===== src/rtl/playfield_collision.sv =====
// Raster-synchronous playfield classifier, collision strobes and brick map.
// Owns the brick bitmap and live-brick count; all outputs are registered.
module playfield_collision #(
  parameter int BORDER_WIDTH     = 8,
  parameter int BALL_SIZE        = 4,
  parameter int PADDLE_WIDTH     = 64,
  parameter int PADDLE_Y         = 452,
  parameter int PADDLE_HEIGHT    = 8,
  parameter int BRICK_LEFT       = 64,
  parameter int BRICK_TOP        = 64,
  parameter int BRICK_COLS       = 16,
  parameter int BRICK_ROWS       = 8,
  parameter int FRAME_PULSE_LINE = 480
) (
  input  logic       clk,
  input  logic       rst,
  input  logic [9:0] hpos,
  input  logic [9:0] vpos,
  input  logic       visible,
  input  logic [9:0] ball_x,
  input  logic [8:0] ball_y,
  input  logic [9:0] paddle_x,
  input  logic       restore_bricks,
  output logic       frame_pulse,
  output logic       collision,
  output logic       ball_top_col,
  output logic       ball_bottom_col,
  output logic       ball_left_col,
  output logic       ball_right_col,
  output logic       paddle_collision,
  output logic [2:0] paddle_segment,
  output logic       is_border,
  output logic       is_brick,
  output logic       is_paddle,
  output logic       is_ball,
  output logic [7:0] bricks_remaining,
  output logic       all_cleared
);

  localparam int NB     = BRICK_ROWS * BRICK_COLS;
  localparam int IW     = (NB > 1) ? $clog2(NB) : 1;
  localparam int GRID_W = BRICK_COLS * 32;
  localparam int GRID_H = BRICK_ROWS * 16;

  localparam logic [10:0] BW_L   = 11'(BORDER_WIDTH);
  localparam logic [10:0] BW_R   = 11'(640 - BORDER_WIDTH);
  localparam logic [10:0] BS     = 11'(BALL_SIZE);
  localparam logic [10:0] BS_M1  = 11'(BALL_SIZE - 1);
  localparam logic [10:0] PW     = 11'(PADDLE_WIDTH);
  localparam logic [10:0] PY_LO  = 11'(PADDLE_Y);
  localparam logic [10:0] PY_HI  = 11'(PADDLE_Y + PADDLE_HEIGHT);
  localparam logic [10:0] GX_LO  = 11'(BRICK_LEFT);
  localparam logic [10:0] GX_HI  = 11'(BRICK_LEFT + GRID_W);
  localparam logic [10:0] GY_LO  = 11'(BRICK_TOP);
  localparam logic [10:0] GY_HI  = 11'(BRICK_TOP + GRID_H);
  localparam logic [10:0] COLS_L = 11'(BRICK_COLS);
  localparam logic [9:0]  FP_V   = 10'(FRAME_PULSE_LINE);
  localparam logic [7:0]  NB_CNT = 8'(NB);

  // widened coordinates so that end-of-range sums never wrap
  logic [10:0] h, v, bx, by, pxl;
  logic [10:0] bx_end, by_end, px_end;
  logic [10:0] dx, dy, po, gx, gy, idx_full;
  logic [IW-1:0] brick_idx;

  logic border_c, paddle_c, ball_c, in_grid, brick_c;
  logic hit_c, coll_c, pcoll_c, fp_c;
  logic [2:0] seg_c;

  logic [NB-1:0] map_q, map_d;
  logic [7:0]    cnt_q, cnt_d;

  logic fp_q, coll_q, top_q, bot_q, left_q, right_q;
  logic pcoll_q, border_q, brick_q, paddle_q, ball_q;
  logic [2:0] seg_q;

  // per-pixel region classification
  always_comb begin
    h      = {1'b0, hpos};
    v      = {1'b0, vpos};
    bx     = {1'b0, ball_x};
    by     = {2'b0, ball_y};
    pxl    = {1'b0, paddle_x};
    bx_end = bx + BS;
    by_end = by + BS;
    px_end = pxl + PW;
    dx     = h - bx;
    dy     = v - by;
    po     = h - pxl;
    gx     = h - GX_LO;
    gy     = v - GY_LO;

    border_c = visible &&
               (h < BW_L || h >= BW_R || v < BW_L);
    paddle_c = visible &&
               v >= PY_LO && v < PY_HI &&
               h >= pxl && h < px_end;
    ball_c   = visible &&
               h >= bx && h < bx_end &&
               v >= by && v < by_end;
    in_grid  = visible &&
               h >= GX_LO && h < GX_HI &&
               v >= GY_LO && v < GY_HI;

    idx_full  = (gy >> 4) * COLS_L + (gx >> 5);
    brick_idx = idx_full[IW-1:0];
    brick_c   = in_grid && map_q[brick_idx];

    hit_c   = ball_c && brick_c;
    coll_c  = ball_c && (border_c || brick_c || paddle_c);
    pcoll_c = ball_c && paddle_c;
    fp_c    = (hpos == 10'd0) && (vpos == FP_V);
  end

  // paddle zone of the current pixel, zero off the paddle
  always_comb begin
    seg_c = 3'd0;
    if (paddle_c) begin
      if (po < 11'd11)      seg_c = 3'd0;
      else if (po < 11'd22) seg_c = 3'd1;
      else if (po < 11'd32) seg_c = 3'd2;
      else if (po < 11'd42) seg_c = 3'd3;
      else if (po < 11'd53) seg_c = 3'd4;
      else                  seg_c = 3'd5;
    end
  end

  // brick map next state: refill wins over a clear in the same cycle
  always_comb begin
    map_d = map_q;
    cnt_d = cnt_q;
    if (restore_bricks) begin
      map_d = '1;
      cnt_d = NB_CNT;
    end else if (hit_c) begin
      map_d[brick_idx] = 1'b0;
      cnt_d = cnt_q - 8'd1;
    end
  end

  // brick map and live count
  always_ff @(posedge clk or posedge rst) begin
    if (rst) begin
      map_q <= '1;
      cnt_q <= NB_CNT;
    end else begin
      map_q <= map_d;
      cnt_q <= cnt_d;
    end
  end

  // registered strobes and classification, one cycle behind the raster
  always_ff @(posedge clk or posedge rst) begin
    if (rst) begin
      fp_q     <= 1'b0;
      coll_q   <= 1'b0;
      top_q    <= 1'b0;
      bot_q    <= 1'b0;
      left_q   <= 1'b0;
      right_q  <= 1'b0;
      pcoll_q  <= 1'b0;
      seg_q    <= 3'd0;
      border_q <= 1'b0;
      brick_q  <= 1'b0;
      paddle_q <= 1'b0;
      ball_q   <= 1'b0;
    end else begin
      fp_q     <= fp_c;
      coll_q   <= coll_c;
      top_q    <= coll_c && (dy == 11'd0);
      bot_q    <= coll_c && (dy == BS_M1);
      left_q   <= coll_c && (dx == 11'd0);
      right_q  <= coll_c && (dx == BS_M1);
      pcoll_q  <= pcoll_c;
      seg_q    <= seg_c;
      border_q <= border_c;
      brick_q  <= brick_c;
      paddle_q <= paddle_c;
      ball_q   <= ball_c;
    end
  end

  assign frame_pulse      = fp_q;
  assign collision        = coll_q;
  assign ball_top_col     = top_q;
  assign ball_bottom_col  = bot_q;
  assign ball_left_col    = left_q;
  assign ball_right_col   = right_q;
  assign paddle_collision = pcoll_q;
  assign paddle_segment   = seg_q;
  assign is_border        = border_q;
  assign is_brick         = brick_q;
  assign is_paddle        = paddle_q;
  assign is_ball          = ball_q;
  assign bricks_remaining = cnt_q;
  assign all_cleared      = (cnt_q == 8'd0);

endmodule


===== config.mk =====
export PLATFORM = sky130hd
export DESIGN_NAME = playfield_collision
export DESIGN_NICKNAME = d
export VERILOG_FILES = /design/src/rtl/playfield_collision.sv
export SDC_FILE = /design/constraint.sdc
export NUM_CORES = 1
export LEC_CHECK = 0
export BUFFER_PORTS_ARGS = -buffer_cell sky130_fd_sc_hd__buf_2
export CAP_MARGIN = 5
export CORE_UTILIZATION = 60
export DETAILED_ROUTE_END_ITERATION = 16
export GPL_TIMING_DRIVEN = 0
export PLACE_DENSITY = 0.78
export SLEW_MARGIN = 40
export SYNTH_ARGS = -nofsm -noshare
export SYNTH_HDL_FRONTEND = slang
export SYNTH_SLANG_ARGS = --single-unit

===== constraint.sdc =====
create_clock -name clk -period 11.54 [get_ports clk]
set_input_delay 1.154 -clock clk [delete_from_list [all_inputs] [get_ports clk]]
set_output_delay 1.154 -clock clk [all_outputs]
set_load 0.05 [all_outputs]

==> impl_summary.log, run 1 <==
[metrics] status: complete, no violations
[metrics] Arrival @ worst endpoint: 5.93 ns
[metrics] Total Power: 1.287 mW
[metrics] setup TNS: 0 ns
[metrics] number of remaining DRC errors: 0
[metrics] vias after detailed routing: 8027
[metrics] f_max: 0.1786 GHz
[metrics] post-layout minimum cycle time: 5.599 ns
[metrics] Reg2Reg Setup Slack: 8.01 ns
[metrics] global-route wire length before repair: 40290 microns
[metrics] antenna violations before repair: 0
[metrics] fin crit share: 0.4852
[metrics] Worst Setup Path Type: in -> reg
[metrics] post-CTS setup buffers: 0
[metrics] hold buffer count at cts: 0
[metrics] post-synthesis sequential area ratio: 0.4166
[metrics] Worst Path Required: 11.87 ns
[metrics] Clock Sinks: 150
[metrics] Reg2Reg Launch Point: map_q[55]
[metrics] nets@finish: 1160
[metrics] top-level port count: 76
[metrics] final global-route overflow total: 0
[metrics] crit path capture type: flip-flop
[metrics] count of input and output buffers: 74
[metrics] clock-pin slew on the worst setup and hold paths: 0.06 ns
[metrics] final-report max-slew violation count: 0
[metrics] Clk Tree Root Cell: clkbuf_16
[metrics] top cell types by occurrence after synthesis: nor2_1, dfstp_2, a21oi_1
[metrics] worst reg2reg path endpoint: map_q[48]
[metrics] starting utilization of the core area: 0.6158
[metrics] Die Y: 127.1 microns
[metrics] pin count of the biggest net entering global routing: 80
[metrics] Main synth FF type: dfstp_2
[metrics] area of all placed cells without fillers: 10690 sq um
[metrics] Setup WS pre-CTS: 5.757 ns
[metrics] max cap viols: 0
[metrics] DR vias/cell: 6.340
[metrics] TritonRoute pass-1 iters: 6
[metrics] Syn Nets: 1066
[metrics] startpoint type of the worst setup path: primary input
[metrics] number of standard cells after synthesis: 948
[metrics] cell taking the most area after synthesis: dfstp_2
[metrics] unrepaired setup endpoints after global routing: false
[metrics] Synth Warn #: 0
[metrics] final critical-path setup slack: 5.941 ns
[metrics] number of global-route vias before repair: 7666
[metrics] most common cell in the netlist: nor2_1
[metrics] leading cell types by total area after synthesis: dfstp_2, mux4_2, ha_1
[metrics] Crit Path Max Fanout: 10
[metrics] number of flip-flops under the largest register name: 128
[metrics] post-synthesis sequential element count: 150
[metrics] pin slew with the least headroom to its limit: 0.7092 ns
[metrics] TritonCTS clock tree: done
[metrics] Post-synth ARST share: 1.000
[metrics] number of enable flip-flop cells after synthesis: 0
[metrics] final routed wire length divided by cell count: 19.69 microns
[metrics] CTS H-Tree Depth: 4
[metrics] share of post-route cells with drive strength above 1: 0.2967
[metrics] final routed wirelength across all metal layers: 24930 microns
[metrics] Cell Area, Placed: 10090 sq um
[metrics] number of setup violations in the final report: 0
[metrics] area inside the core boundary: 15260 sq um
[metrics] Area Overhead vs Synth: 13.71%
[metrics] worst setup path startpoint: hpos[6]
[metrics] Leakage: 4.314 nW
[metrics] Tightest Hold Check Type: reg -> reg
[metrics] hold path cells: 2
[metrics] power per standard cell area: 120.5 nW/um^2
[metrics] row count: 45
[metrics] global-route usage over all layers: 0.3245
[metrics] register with the most flip-flops: map_q
[metrics] deepest clock path buffer count: 2
[metrics] horizontal extent of the die: 127.1 microns
[metrics] cell count after placement: 1234
[metrics] final HPWL from detailed placement: 17410 microns
[metrics] total count of hold-check failures in the final report: 0
[metrics] post-CTS sizing: 0
[metrics] worst ir drop on vdd: 107.2 uV
[metrics] CTS Buf Count: 17
[metrics] count of distinct cell types in the synthesized netlist: 63
[metrics] Clk Latency, worst-skew pair: 0.43 ns
[metrics] synthesized area: 9397 sq um
[metrics] Post-Syn Area per Cell: 9.912 sq um
[metrics] total die area: 16170 sq um
[metrics] largest clock skew in the final design: 0.01059 ns
[metrics] relative max-transition margin: 0.5272
[metrics] length in cells of the worst reg-to-reg path: 10
[metrics] number of violations reported at the end of detailed-routing iteration 0: 899
[metrics] antenna-violating nets left: 0
[metrics] placer congestion estimate: 0.9995
[metrics] number of antenna repair diodes: 0
[metrics] CP endpoint: map_q[48]
[metrics] final instance count without filler cells: 1266
[metrics] proportion of netlist area held by the largest area contributor: 0.3607
per-stage QoR:
step / util / hold slack [ns]
2_1_floorplan: - / 0.4649
3_3_place_gp: 0.6574 / 0.4718
3_5_place_dp: 0.6614 / 0.4767
4_1_cts: 0.6993 / 0.4857
5_1_grt: 0.7003 / 0.4975
6_report: 0.7003 / 0.4865
critical path: stages:
cell	delay [ns]
buf_2	0.17
buf_6	0.17
buf_8	0.16
buf_8	0.16
buf_8	0.15
or3_1	0.41
xnor2_1	0.14
ha_1	0.45
inv_1	0.15
nand3_1	0.21
o22ai_1	0.13
o311ai_0	0.52
o211ai_1	0.28
or4_4	0.50
buf_6	0.19
nor3b_4	0.40
buf_2	0.43
a21oi_1	0.14
how the worst min path moves through the flow:
stage / from / to / slack [ns]
after floorplan: map_q[103] / map_q[103] / 0.46
after global placement: map_q[107] / map_q[107] / 0.47
after detailed placement: map_q[95] / map_q[95] / 0.48
after CTS: map_q[115] / map_q[115] / 0.49
after global routing: map_q[113] / map_q[113] / 0.50
final: map_q[114] / map_q[114] / 0.49
power breakdown:
group | internal [mW] | switching, mW
logic | 0.0786 | 0.137
clock network | 0.321 | 0.222
registers | 0.529 | 0.000236
cells by family (layout without fill, tap and decap cells):
| family | Yosys count | in the layout | synth area share |
|---|---|---|---|
| flip-flops | 150 | 150 | 0.4166 |
| adder cells (fa/ha/maj) | 65 | 65 | 0.08975 |
| buffers and inverters | 104 | 211 | 0.05180 |
| multiplexers | 39 | 39 | 0.08722 |
| XOR/XNOR | 37 | 37 | 0.03529 |
| AND/OR/NAND/NOR | 304 | 304 | 0.1562 |
| AO/OA/AOI/OAI | 249 | 249 | 0.1631 |
cell type report:
class	instances	area, sq um
inverters	57	221.5
clock inverters	10	92.59
clock buffers	22	485.5
repair buffers	75	397.9
plain buffers	47	272.8
fillers	1121	4573
well taps	211	264.0
multi-input cells	694	5036
flip-flops and latches	150	3915
metal layers:
metal / global-route usage / part of all wire
met5: 0 / 0
met4: 0.1324 / 0.033
met3: 0.05821 / 0.066
met2: 0.5019 / 0.47
met1: 0.4554 / 0.43
placed cells by master (no fill, tap or decap), drive strengths merged, types with 11 or more instances in the layout:
cell type and count:
nor2 162, dfstp 129, buf 98, a21oi 95, a31oi 72, ha 61, inv 59, clkbuf 46
mux4 34, xnor2 28, nor3 27, nand2 26, nand3 22, dfrtp 21, o21ai 12, or3 11
nor4 11
Power figures use the tool's default switching activity.
==> run 2, diff against run 1 <==
- CORE_UTILIZATION: 60 -> 55
- PLACE_DENSITY: 0.78 -> 0.75
- clock period: 11.54 -> 5 ns (I/O delays scaled with it)
==> run 2 against run 1 <==
Sequential share of layout area shrank 0.22 points. First-iteration DRC count grew 9.9%. Critical path depth is the same. Flip-flop and latch count is the same. Global-route usage shrank 2.4 points. Via count shrank 1.9%. Power grew 140%. Count of clock-buffer cells in the layout shrank 1. Hold slack lost 0.35 ns. Largest power group unchanged.
==> impl_summary.log, run 2 (synthesis gave the netlist of run 1 again) <==
[metrics] status: complete, no violations
[metrics] register with the most flip-flops: map_q
[metrics] number of remaining DRC errors: 0
[metrics] area of the multi-input gates: 5035 sq um
[metrics] Worst Hold Margin: 0.1361 ns
[metrics] final-report max-slew violation count: 0
[metrics] Tightest Hold Check Type: in -> async
[metrics] Clock Sinks: 150
[metrics] total die area: 17610 sq um
[metrics] post-CTS sizing: 0
[metrics] antenna-violating nets left: 0
[metrics] crit path capture type: flip-flop
[metrics] Die Y: 132.7 microns
[metrics] TritonRoute pass-1 iters: 8
[metrics] setup TNS: 0 ns
[metrics] startpoint type of the worst setup path: primary input
[metrics] power per standard cell area: 288.3 nW/um^2
[metrics] number of violations reported at the end of detailed-routing iteration 0: 988
[metrics] global-route wire length before repair: 40980 microns
[metrics] total count of hold-check failures in the final report: 0
[metrics] most frequent cell on the critical path: buf_8
[metrics] Cell Chain, Critical Path: buf_2 -> buf_6 -> buf_8 -> buf_8 -> buf_8 -> or3_1 -> xnor2_1 -> ha_1 -> inv_1 -> nand3_1 -> o22ai_1 -> o311ai_0 -> o211ai_1 -> or4_4 -> buf_6 -> nor3b_4 -> buf_2 -> a21oi_1
[metrics] number of global-route vias before repair: 7741
[metrics] CTS H-Tree Depth: 4
[metrics] cell count after placement: 1243
[metrics] count of input and output buffers: 74
[metrics] Leakage: 4.347 nW
[metrics] area of all placed cells without fillers: 10750 sq um
[metrics] Crit path buffers/inverters: 8
[metrics] Area Overhead vs Synth: 14.41%
[metrics] top-level port count: 76
[metrics] max cap viols: 0
[metrics] nets@finish: 1160
[metrics] share of post-route cells with drive strength above 1: 0.2967
[metrics] Setup WS pre-CTS: -0.1713 ns
[metrics] largest clock skew in the final design: 0.008283 ns
[metrics] worst ir drop on vdd: 264.8 uV
[metrics] Cell Area, Placed: 10100 sq um
[metrics] met1 GRT Util: 0.4153
[metrics] Fillers: 1322
[metrics] hold buffer count at cts: 0
[metrics] fin crit share: 0.9839
[metrics] Clk Tree Root Cell: clkbuf_16
[metrics] f_max: 0.2033 GHz
[metrics] slowest CP cell: o311ai_0
[metrics] deepest clock path buffer count: 2
[metrics] Worst Setup Path Type: in -> reg
[metrics] post-CTS setup buffers: 0
[metrics] critical path's top delay family: buffers and inverters
[metrics] Worst Path Required: 5.33 ns
[metrics] relative max-transition margin: 0.4495
[metrics] GR Util met2: 0.4836
[metrics] area inside the core boundary: 16640 sq um
[metrics] DR vias/cell: 6.179
[metrics] clock-pin slew on the worst setup and hold paths: 0.06 ns
[metrics] global-route usage over all layers: 0.3008
[metrics] pin slew with the least headroom to its limit: 0.8049 ns
[metrics] Reg2Reg Setup Slack: 1.45 ns
[metrics] vias after detailed routing: 7878
[metrics] CTS Buf Count: 17
[metrics] final instance count without filler cells: 1275
[metrics] post-layout minimum cycle time: 4.919 ns
[metrics] Util after Layout: 0.6460
[metrics] final routed wirelength across all metal layers: 25130 microns
[metrics] TritonCTS clock tree: done
[metrics] Total Power: 3.099 mW
[metrics] met3 track demand over resource: 0.05134
[metrics] largest incremental delay on the critical path: 0.53 ns
[metrics] antenna violations before repair: 0
[metrics] placer congestion estimate: 0.9508
[metrics] number of setup violations in the final report: 0
[metrics] number of flip-flops under the largest register name: 128
[metrics] number of antenna repair diodes: 0
[metrics] final HPWL from detailed placement: 17540 microns
[metrics] leading cell type in the layout, fill and taps excluded: nor2_1
[metrics] Clk Latency, worst-skew pair: 0.43 ns
[metrics] Crit Path Max Fanout: 10
[metrics] final critical-path setup slack: 0.08066 ns
[metrics] horizontal extent of the die: 132.7 microns
[metrics] unrepaired setup endpoints after global routing: false
[metrics] final global-route overflow total: 0
[metrics] Arrival @ worst endpoint: 5.25 ns
[metrics] row count: 47
[metrics] starting utilization of the core area: 0.5646
[metrics] final routed wire length divided by cell count: 19.71 microns
[metrics] Sequential cell area: 3915 sq um
[metrics] pin count of the biggest net entering global routing: 81
[metrics] most used cells in the layout excluding fill and tap cells: nor2_1, dfstp_2, a21oi_1, buf_2, a31oi_1
[metrics] gr busiest metal: met2
==> run 2: cell types whose count changed in the layout (fill, tap and decap cells not counted), sizes merged <==
cell and change:
inv -1, clkbuf -1, bufinv +3, clkinv +2, clkinvlp -3
==> run 2: cell type report <==
cell class | instances | share of cell area
buffer | 47 | 0.02537
clock buffer | 21 | 0.04283
clock inverter | 11 | 0.01606
inverter | 57 | 0.02060
multi-input combinational | 694 | 0.4683
sequential | 150 | 0.3642
tap | 220 | 0.02561
timing repair buffer | 75 | 0.03701
==> run 2: layer usage <==
layer	wire (microns)	part of all wire
met5	0	0
met4	499	0.020
met3	1276	0.051
met2	11910	0.47
met1	11440	0.46
==> run 2: power breakdown <==
part / total [mW] / switching [mW] / internal [mW]
sequential: 1.22 / 0.000626 / 1.22
clock: 1.38 / 0.516 / 0.864
combinational: 0.499 / 0.316 / 0.182
==> run 2: worst paths after layout <==
kind | depth (start not counted) | from | to
worst max-delay path | 18 | hpos[6] | map_q[28]
worst min-delay path | 2 | rst | bricks_remaining[1]
worst max register to register | 10 | map_q[59] | map_q[28]
worst min register to register | 2 | map_q[107] | map_q[107]
max in group asynchronous | 3 | rst | map_q[34]
min in group clk | 2 | vpos[3] | frame_pulse
==> run 2: worst reg2reg max path: cells and delay by family, from the launching register on <==
family                 cells  cell delay [ns]
multiplexers               2             0.41
flip-flops                 1             0.54
AND/OR/NAND/NOR            2             0.93
AO/OA/AOI/OAI              4             0.98
buffers and inverters      2             0.61
